File: src/rtl/mem_loader_if.sv
// Byte-stream in / RAM-write out bundle for mem_loader.
// The loader is the master of the RAM write port and of the byte_ready side of the stream.
`timescale 1ns/1ps

interface mem_loader_if #(
  parameter int DATA_WIDTH    = 32,
  parameter int ADDRESS_WIDTH = 12
);
  logic                     start;
  logic [ADDRESS_WIDTH-1:0] base_addr;
  logic [ADDRESS_WIDTH-1:0] word_count;
  logic                     abort;

  logic [7:0]               byte_in;
  logic                     byte_valid;
  logic                     byte_ready;

  logic                     wr_en;
  logic [ADDRESS_WIDTH-1:0] wr_addr;
  logic [DATA_WIDTH-1:0]    wr_data;

  logic                     busy;
  logic                     done;
  logic                     aborted;

  modport master (
    input  start, base_addr, word_count, abort,
    input  byte_in, byte_valid,
    output byte_ready,
    output wr_en, wr_addr, wr_data,
    output busy, done, aborted
  );

  modport slave (
    output start, base_addr, word_count, abort,
    output byte_in, byte_valid,
    input  byte_ready,
    input  wr_en, wr_addr, wr_data,
    input  busy, done, aborted
  );
endinterface

File: src/rtl/mem_loader.sv
// Packs a big-endian byte stream into DATA_WIDTH-bit words and writes them to
// consecutive RAM addresses (wrapping modulo DEPTH). DATA_WIDTH must be a multiple of 8.
`timescale 1ns/1ps

module mem_loader #(
  parameter int DATA_WIDTH    = 32,
  parameter int ADDRESS_WIDTH = 12,
  parameter int DEPTH         = 512
) (
  input  logic         clk,
  input  logic         reset_n,
  mem_loader_if.master bus
);

  localparam int BYTES = DATA_WIDTH / 8;
  localparam int BC_W  = (BYTES > 1) ? $clog2(BYTES) : 1;
  localparam int CNT_W = ADDRESS_WIDTH + 1;

  localparam logic [CNT_W-1:0]         DEPTH_C   = CNT_W'(DEPTH);
  localparam logic [BC_W-1:0]          LAST_BYTE = BC_W'(BYTES - 1);
  localparam logic [ADDRESS_WIDTH-1:0] TOP_ADDR  = ADDRESS_WIDTH'(DEPTH - 1);

  typedef enum logic [1:0] {
    IDLE     = 2'd0,
    ASSEMBLE = 2'd1,
    WRITE    = 2'd2,
    DONE     = 2'd3
  } state_t;

  state_t state;
  state_t state_next;

  logic [BC_W-1:0]          byte_cnt_q;
  logic [CNT_W-1:0]         idx_q;
  logic [CNT_W-1:0]         count_q;
  logic [ADDRESS_WIDTH-1:0] ptr_q;
  logic [DATA_WIDTH-1:0]    shift_q;
  logic [ADDRESS_WIDTH-1:0] wr_addr_q;
  logic [DATA_WIDTH-1:0]    wr_data_q;
  logic                     aborted_q;

  logic                     start_ok;
  logic [CNT_W-1:0]         start_count;
  logic                     accept;
  logic                     last_byte;
  logic                     last_word;
  logic                     active;

  function automatic logic [CNT_W-1:0] clamp_count(input logic [ADDRESS_WIDTH-1:0] req);
    logic [CNT_W-1:0] ext;
    ext = {1'b0, req};
    return (ext > DEPTH_C) ? DEPTH_C : ext;
  endfunction

  function automatic logic [ADDRESS_WIDTH-1:0] wrap_addr(input logic [ADDRESS_WIDTH-1:0] a);
    return ADDRESS_WIDTH'({1'b0, a} % DEPTH_C);
  endfunction

  function automatic logic [ADDRESS_WIDTH-1:0] next_addr(input logic [ADDRESS_WIDTH-1:0] a);
    return (a == TOP_ADDR) ? '0 : a + ADDRESS_WIDTH'(1);
  endfunction

  // Older bytes move toward the MSB; whatever was above them falls off the top.
  function automatic logic [DATA_WIDTH-1:0] pack_word(input logic [DATA_WIDTH-1:0] acc,
                                                      input logic [7:0]            b);
    return DATA_WIDTH'({acc, b});
  endfunction

  assign active      = (state == ASSEMBLE) || (state == WRITE);
  assign start_ok    = (state == IDLE) && bus.start;
  assign start_count = clamp_count(bus.word_count);
  // abort wins over a simultaneous byte handshake
  assign accept      = (state == ASSEMBLE) && bus.byte_valid && !bus.abort;
  assign last_byte   = accept && (byte_cnt_q == LAST_BYTE);
  assign last_word   = ((idx_q + CNT_W'(1)) == count_q);

  // ---- stage: state register
  always_ff @(posedge clk) begin
    if (!reset_n) begin
      state <= IDLE;
    end else begin
      state <= state_next;
    end
  end

  // ---- stage: next-state decode
  always_comb begin
    state_next = state;
    case (state)
      IDLE: begin
        if (bus.start) begin
          state_next = (start_count == '0) ? DONE : ASSEMBLE;
        end
      end
      ASSEMBLE: begin
        if (bus.abort) begin
          state_next = IDLE;
        end else if (last_byte) begin
          state_next = WRITE;
        end
      end
      WRITE: begin
        if (bus.abort) begin
          state_next = IDLE;
        end else if (last_word) begin
          state_next = DONE;
        end else begin
          state_next = ASSEMBLE;
        end
      end
      DONE:    state_next = IDLE;
      default: state_next = IDLE;
    endcase
  end

  // ---- stage: state-decoded outputs
  always_comb begin
    bus.byte_ready = 1'b0;
    bus.wr_en      = 1'b0;
    bus.busy       = 1'b0;
    bus.done       = 1'b0;
    case (state)
      ASSEMBLE: begin
        bus.byte_ready = 1'b1;
        bus.busy       = 1'b1;
      end
      WRITE: begin
        bus.wr_en = 1'b1;
        bus.busy  = 1'b1;
      end
      DONE:    bus.done = 1'b1;
      default: ;
    endcase
  end

  assign bus.wr_addr = wr_addr_q;
  assign bus.wr_data = wr_data_q;
  assign bus.aborted = aborted_q;

  // ---- stage: load bookkeeping and RAM write registers
  always_ff @(posedge clk) begin
    if (!reset_n) begin
      byte_cnt_q <= '0;
      idx_q      <= '0;
      count_q    <= '0;
      ptr_q      <= '0;
      wr_addr_q  <= '0;
      wr_data_q  <= '0;
      aborted_q  <= 1'b0;
    end else begin
      aborted_q <= bus.abort && active;

      if (start_ok) begin
        count_q    <= start_count;
        ptr_q      <= wrap_addr(bus.base_addr);
        idx_q      <= '0;
        byte_cnt_q <= '0;
      end

      if (accept) begin
        if (last_byte) begin
          byte_cnt_q <= '0;
          wr_addr_q  <= ptr_q;
          wr_data_q  <= pack_word(shift_q, bus.byte_in);
        end else begin
          byte_cnt_q <= byte_cnt_q + BC_W'(1);
        end
      end

      if (state == WRITE) begin
        idx_q <= idx_q + CNT_W'(1);
        ptr_q <= next_addr(ptr_q);
      end
    end
  end

  // Partial-word shifter; byte_cnt_q alone decides which bytes form a word.
  always_ff @(posedge clk) begin
    if (accept) begin
      shift_q <= pack_word(shift_q, bus.byte_in);
    end
  end

endmodule

File: src/flat_wrapper.sv
// flat-port wrapper written by rule: the top's interface ports become plain ports
module mem_loader_flat 
#(
  parameter int DATA_WIDTH    = 32,
  parameter int ADDRESS_WIDTH = 12,
  parameter int DEPTH         = 512
)
  (clk, reset_n, bus_start, bus_base_addr, bus_word_count, bus_abort, bus_byte_in, bus_byte_valid, bus_byte_ready, bus_wr_en, bus_wr_addr, bus_wr_data, bus_busy, bus_done, bus_aborted);
  mem_loader_if #(.DATA_WIDTH(DATA_WIDTH), .ADDRESS_WIDTH(ADDRESS_WIDTH)) bus_i ();
  input  logic clk;
  input  logic reset_n;
  input wire logic [$bits(bus_i.start)-1:0] bus_start;
  input wire logic [$bits(bus_i.base_addr)-1:0] bus_base_addr;
  input wire logic [$bits(bus_i.word_count)-1:0] bus_word_count;
  input wire logic [$bits(bus_i.abort)-1:0] bus_abort;
  input wire logic [$bits(bus_i.byte_in)-1:0] bus_byte_in;
  input wire logic [$bits(bus_i.byte_valid)-1:0] bus_byte_valid;
  output wire logic [$bits(bus_i.byte_ready)-1:0] bus_byte_ready;
  output wire logic [$bits(bus_i.wr_en)-1:0] bus_wr_en;
  output wire logic [$bits(bus_i.wr_addr)-1:0] bus_wr_addr;
  output wire logic [$bits(bus_i.wr_data)-1:0] bus_wr_data;
  output wire logic [$bits(bus_i.busy)-1:0] bus_busy;
  output wire logic [$bits(bus_i.done)-1:0] bus_done;
  output wire logic [$bits(bus_i.aborted)-1:0] bus_aborted;
  assign bus_i.start = bus_start;
  assign bus_i.base_addr = bus_base_addr;
  assign bus_i.word_count = bus_word_count;
  assign bus_i.abort = bus_abort;
  assign bus_i.byte_in = bus_byte_in;
  assign bus_i.byte_valid = bus_byte_valid;
  assign bus_byte_ready = bus_i.byte_ready;
  assign bus_wr_en = bus_i.wr_en;
  assign bus_wr_addr = bus_i.wr_addr;
  assign bus_wr_data = bus_i.wr_data;
  assign bus_busy = bus_i.busy;
  assign bus_done = bus_i.done;
  assign bus_aborted = bus_i.aborted;
  mem_loader #(.DATA_WIDTH(DATA_WIDTH), .ADDRESS_WIDTH(ADDRESS_WIDTH), .DEPTH(DEPTH)) u_core (.clk(clk), .reset_n(reset_n), .bus(bus_i));
endmodule
File: config.mk
export PLATFORM = sky130hd
export DESIGN_NAME = mem_loader_flat
export DESIGN_NICKNAME = d
export VERILOG_FILES = /design/src/rtl/mem_loader_if.sv /design/src/rtl/mem_loader.sv /design/src/flat_wrapper.sv
export SDC_FILE = /design/constraint.sdc
export NUM_CORES = 1
export LEC_CHECK = 0
export CORE_MARGIN = 1
export CORE_UTILIZATION = 31
export CTS_CLUSTER_SIZE = 16
export DETAILED_ROUTE_END_ITERATION = 6
export PLACE_DENSITY = 0.61
export SLEW_MARGIN = 5
export SYNTH_ARGS = -nofsm -noshare
export SYNTH_HDL_FRONTEND = slang
export SYNTH_SLANG_ARGS = --single-unit
File: constraint.sdc
create_clock -name clk -period 5.5 [get_ports clk]
set_clock_uncertainty 0.15 [all_clocks]
set_input_delay 1.1 -clock clk [delete_from_list [all_inputs] [get_ports clk]]
set_output_delay 1.1 -clock clk [all_outputs]
set_load 0.02 [all_outputs]
==> results.ini, run 1 <==
[run_status]
status=finished, final reports clean

[timing]
finalHoldViolCount=0
setup_viol_count_final=0
fmax_ghz=0.321
rsz0062_at_grt=false
setup_tns_ns=0
max_slew_margin_pct=31.9
fin_crit_sh_pct=56.7
finalCriticalPeriod_ns=3.12
slew_violations=0
tightest_slew_ns=1.01

[die]
start_util_pct=32.3
ioPinCount=86
die_area_um2=15900
core_area_um2=14800
die_height_um=126
rows=44
die_w_um=126

[layout]
antenna_cells=0
final_nets=641
area_delta_synth_final_pct=25.4
num-fill-cells=1457
drive_gt1_share_pct=6.32

[cts]
clk_pin_slew_ns=0.07
post_cts_resized=0
cts_sinks=110
clk_latency_ns=0.35
h-tree-depth=3
cts_hold_buf=0
cts-root-buf=clkbuf_16
cts.path.max_buffers=2
post_cts_buffers=0
cts_buffers=9
cts_tree=built

[synth]
synth_enable_flop_cells=24
syn_area_um2=4760
yosysMostFrequentCell=nand2_1
synthArstFlopShare_pct=0
synthCells=534
syn_nets=579
ys_types=61
yosys.area.top_type=dfxtp_1
synth_top_cells_by_area=dfxtp_1 (36%), edfxtp_1 (15%), nand2_1 (8.7%), a21oi_1 (8.3%), nor2_1 (2.5%)
netlist_top_cells_count=nand2_1 (111), dfxtp_1 (86), a21oi_1 (79)
yosysTopAreaCellShare_pct=36.2
ys_seq_elements=110
syn_avg_cell_area_um2=8.92
ys.flop_type=dfxtp_1
ys_warn_count=0
yosysSeqAreaShare_pct=51.3

[worst_hold_path]
hold_class=register to register

[route]
post_drt_wl_per_cell_um=15.2
post-route-drc-count=0
via_per_inst=5.14
dr.pass1.iters=5
wirelength_um=11900
final_antenna_net_count=0
drt_iter0_markers=219
via_count=4031

[grt]
grt_pass1_vias=3998
grt_pass1_wl_um=20200
grtUsageTotal_pct=15.9
gr-total-overflow=0
antenna_found_initial=0
grt_max_degree=57

[worst_setup_path]
critical_path.top_delay_family=buffers and inverters
crit_path_cell_trace=clkdlybuf4s50_1, inv_2, buf_4, a311oi_1
slowest_stage=inv_2
crit_type=primary input to register
slowest_delay_ns=0.87
crit_path_max_fanout=56
start_kind=primary input
critPathBufInv=3
cp_data_required_time_ns=5.56
cp-end-kind=register
arrival_ns=3.18

[placed_design]
gp_congestion=0.824
dpl.hpwl_um=8240
placement.io_buffers=82

[power_and_ir_drop]
p_per_area_nw_per_um2=303
p_leak_uw=0.00198
ir_drop_mv=0.124
total_power_uw=1810

[job]
max-cap-violations=0

path summary, 6_finish.rpt:
path | from | endpoint | slack, ns | depth (start not counted)
worst max-delay path | reset_n | u_core.idx_q[11] | 2.38 | 4
worst min-delay path | u_core.shift_q[3] | u_core.shift_q[11] | 0.30 | 0
worst max register to register | u_core.state[0] | u_core.state[1] | 2.88 | 8
worst min register to register | u_core.shift_q[3] | u_core.shift_q[11] | 0.30 | 0
layer usage:
| layer | global-route usage [%] | vias to the layer above | share of wire (%) |
|---|---|---|---|
| met4 | 6.52 | 0 | 1.1 |
| li1 | - | 2004 | - |
| met1 | 20.3 | 1924 | 46 |
| met2 | 26.6 | 94 | 48 |
| met3 | 3.02 | 9 | 4.1 |
| met5 | 0 | - | 0 |
report_power, final:
part | internal (uW) | switching (uW) | leakage [uW] | total (uW)
combinational | 111 | 174 | 0.000928 | 284
sequential | 863 | 37.9 | 0.000913 | 900
clock | 322 | 300 | 0.000134 | 622
layout by cell type, fill, tap and decap left out, drive strengths merged, types with 3 or more instances in the layout:
master	instances
edfxtp	24
nor4	6
nand4	7
or3	6
clkbuf	10
xnor2	10
inv	12
or4	6
buf	5
a22oi	7
and3	8
and4	3
ha	8
a31oi	6
nor3	10
nor2	33
nand3	13
xor2	5
a311oi	3
nand2	111
clkdlybuf4s50	82
a21oi	79
dfxtp	86
o21ai	21
nor2b	3
a211oi	5
sequential cells by signal (all words and copies together), names as in the netlist:
signal              count
u_core.bus.wr_data     32
u_core.shift_q         24
u_core.idx_q           13
u_core.bus.wr_addr     12
u_core.count_q         12
u_core.ptr_q           12
u_core.byte_cnt_q       2
u_core.state            2
u_core.bus.aborted      1
stage by stage:
stage / utilization [%] / instances / setup slack [ns] / area [um^2] / hold WS (ns)
3_3_place_gp: 38.5 / 769 / 2.05 / 5690 / 0.283
3_5_place_dp: 38.5 / 769 / 2.00 / 5690 / 0.283
4_1_cts: 40.5 / 785 / 2.38 / 5970 / 0.300
6_report: 40.5 / 785 / 2.38 / 5970 / 0.299
5_1_grt: 40.5 / 785 / 2.26 / 5970 / 0.311
2_1_floorplan: - / 534 / 2.70 / 4760 / 0.276
worst reg2reg max path, stage by stage (launching register included):
cell and delay [ns]:
dfxtp_1 0.35, inv_1 0.12, ha_1 0.19, buf_4 0.27, inv_2 0.26, nor4_4 0.33, nand4_1 0.10, or4_1 0.50
o41ai_2 0.28
cell type report:
type | instances | area [um^2] | share of cell area [%]
repair buffers | 87 | 858 | 14.4
flip-flops and latches | 110 | 2440 | 40.9
inverters | 10 | 37.5 | 0.629
multi-input cells | 378 | 2120 | 35.5
well taps | 184 | 230 | 3.86
clock inverters | 6 | 43.8 | 0.734
clock buffers | 10 | 239 | 4.00
kinds of logic after synthesis:
| family | after synthesis | synth area share, % |
|---|---|---|
| XOR/XNOR | 15 | 2.92 |
| AND/OR/NAND/NOR | 215 | 21.5 |
| adder cells (fa/ha/maj) | 8 | 2.10 |
| flip-flops | 110 | 51.3 |
| multiplexers | 1 | 0.210 |
| buffers and inverters | 46 | 4.23 |
| AO/OA/AOI/OAI | 139 | 17.7 |
(Power assumes the default switching activity.)
==> run 2, diff against run 1 <==
--- a/config.mk
+++ b/config.mk
@@ -9,7 +9,7 @@
 export CORE_UTILIZATION = 31
 export CTS_CLUSTER_SIZE = 16
 export DETAILED_ROUTE_END_ITERATION = 6
-export PLACE_DENSITY = 0.61
+export PLACE_DENSITY = 0.63
 export SLEW_MARGIN = 5
 export SYNTH_ARGS = -nofsm -noshare
 export SYNTH_HDL_FRONTEND = slang
==> constraint.sdc (replaced) <==
create_clock -name clk -period 2.6 [get_ports clk]
set_clock_uncertainty 0.15 [all_clocks]
set_input_delay 0.52 -clock clk [delete_from_list [all_inputs] [get_ports clk]]
set_output_delay 0.52 -clock clk [all_outputs]
set_load 0.02 [all_outputs]
==> run 2 against run 1 <==
Net effect:
- global-route usage shrank 0.17 points
- count of clock-buffer cells in the layout down 1
- largest cell class unchanged
- die area is the same
- worst setup slack got worse by 2.2 ns
- hold slack improved by 0.0070 ns
- critical path type is now register to primary output
- cell count increased by 1.9%
- highest routed layer unchanged
- clock power increased by 120%
==> results.ini, run 2 (synthesis results as in run 1) <==
[cts]
cts-root-buf=clkbuf_16
cts_buffers=9  ; unchanged
clk_latency_ns=0.35  ; about the same
cts.path.max_buffers=2  ; unchanged
post_cts_buffers=0  ; unchanged
cts_sinks=110  ; unchanged
cts_tree=built
post_cts_resized=0  ; unchanged
clk_pin_slew_ns=0.08  ; about the same
cts_hold_buf=0  ; unchanged
h-tree-depth=3  ; unchanged

[route]
drt_iter0_markers=281  ; +28%
highest-signal-layer=met4
post_drt_wl_per_cell_um=15.2  ; -0.24%
met1_length_um=5360  ; -3.3%
via_per_inst=5.17  ; +0.66%
wl_met3_um=483  ; -1.0%
dr.pass1.iters=4  ; -1
post-route-drc-count=0  ; unchanged
final_antenna_net_count=0  ; unchanged
met2_length_um=6120  ; +6.0%
via_count=4135  ; +2.6%
wirelength_um=12100  ; +1.7%

[die]
rows=44  ; unchanged
core_area_um2=14800  ; unchanged
die_height_um=126  ; unchanged
die_w_um=126  ; unchanged
start_util_pct=32.3  ; unchanged
ioPinCount=86  ; unchanged
die_area_um2=15900  ; unchanged

[timing]
tightest_slew_ns=0.660  ; -0.350 ns
finalHoldViolCount=0  ; unchanged
rsz0062_at_grt=false
setup_viol_count_final=0  ; unchanged
finalCriticalPeriod_ns=2.41
fin_crit_sh_pct=92.7
max_slew_margin_pct=55.9  ; +24 points
slew_violations=0  ; unchanged
setup_tns_ns=0  ; unchanged
fmax_ghz=0.415

[layout]
fin_cells=800  ; +1.9%
final_common_cell=nand2_1
layout_common_cells=nand2_1 (111), dfxtp_1 (86), clkdlybuf4s50_1 (82), a21oi_1 (79), nor2_1 (32)
largest_reg_flops=32  ; unchanged
area_delta_synth_final_pct=28.8
antenna_cells=0  ; unchanged
utilization_pct=41.6  ; +1.1 points
final_nets=656  ; +2.3%
drive_gt1_share_pct=8.77  ; +2.4 points
num-fill-cells=1494  ; +2.5%

[worst_setup_path]
cp-end-kind=primary output
start_kind=register
cp_data_required_time_ns=1.93  ; -3.63 ns
crit_path_max_fanout=4  ; -93%
slowest_stage=clkdlybuf4s50_1
reg2reg_from=u_core.idx_q[1]
worstReg2RegEnd=u_core.state[1]
crit_path_cell_trace=inv_1, ha_1, clkdlybuf4s50_1
r2r_cells=6  ; -2
slowest_delay_ns=0.60  ; -0.27 ns
arrival_ns=1.74  ; -1.44 ns
crit_type=register to primary output
r2r_slack_ns=0.28  ; -2.60 ns

[worst_hold_path]
hold_class=register to register
worstHoldStart=u_core.shift_q[2]
holdPathStages=0  ; unchanged
min_to=u_core.shift_q[10]

[placed_design]
dpl.hpwl_um=8680  ; +5.2%
gp_congestion=0.836  ; +1.5%
placement.io_buffers=82  ; unchanged
dp.cells=784  ; +2.0%

[power_and_ir_drop]
ir_drop_mv=0.296  ; +140%
p_per_area_nw_per_um2=644  ; +110%
total_power_uw=3950  ; +120%
p_leak_uw=0.00208  ; +5.1%

[run_status]
status=finished, final reports clean

[job]
max-cap-violations=0  ; unchanged

[grt]
grt_pass1_vias=3955  ; -1.1%
grt_max_degree=45  ; -21%
antenna_found_initial=0  ; unchanged
gr-total-overflow=0  ; unchanged
grt_pass1_wl_um=19800  ; -2.0%
grtUsageTotal_pct=15.8  ; -0.17 points

## run 2: worst max-delay path by stage
stage                         start                endpoint  slack [ns]  cells after the start
floorplan           u_core.state[1]  u_core.bus.wr_addr[10]        0.14                      9
detailed placement        bus_abort         u_core.state[1]       0.009                      6
finish              u_core.state[0]                bus_busy        0.19                      3
CTS                 u_core.state[0]                bus_busy        0.16                      3
global route        u_core.idx_q[1]         u_core.state[1]        0.09                      6
global placement          bus_abort         u_core.state[1]        0.06                      6
## run 2: layer usage
layer,track usage (%),vias to the layer above
met4,6.38,0
met2,27.0,102
li1,-,2032
met3,2.97,13
met5,0,-
met1,19.5,1988
## run 2: per-stage QoR
step,setup WS [ns],hold WS [ns],instance area (um^2)
6_report,0.190,0.307,6140
5_1_grt,0.0872,0.313,6140
4_1_cts,0.157,0.306,6140
3_5_place_dp,0.00906,0.288,5850
3_3_place_gp,0.0648,0.287,5850
2_1_floorplan,0.142,0.276,4760
## run 2: final cells by class
class	count	area, um^2	area share, %
Sequential cell	110	2440	39.8
Timing Repair Buffer	102	1020	16.6
Inverter	10	37.5	0.612
Multi-Input combinational cell	378	2120	34.5
Clock buffer	9	225	3.67
Clock inverter	7	61.3	0.999
Tap cell	184	230	3.75
## run 2: power by group
part	leakage, uW	internal (uW)	switching, uW
Combinational	0.00102	306	399
Clock	0.000146	675	672
Sequential	0.000913	1820	75.6
## run 2: critical path, delay by kind of cell (launching register included)
family	cells	cell delay (ns)
flops	1	0.39
buf+inv	2	0.70
fa+ha+maj	1	0.30
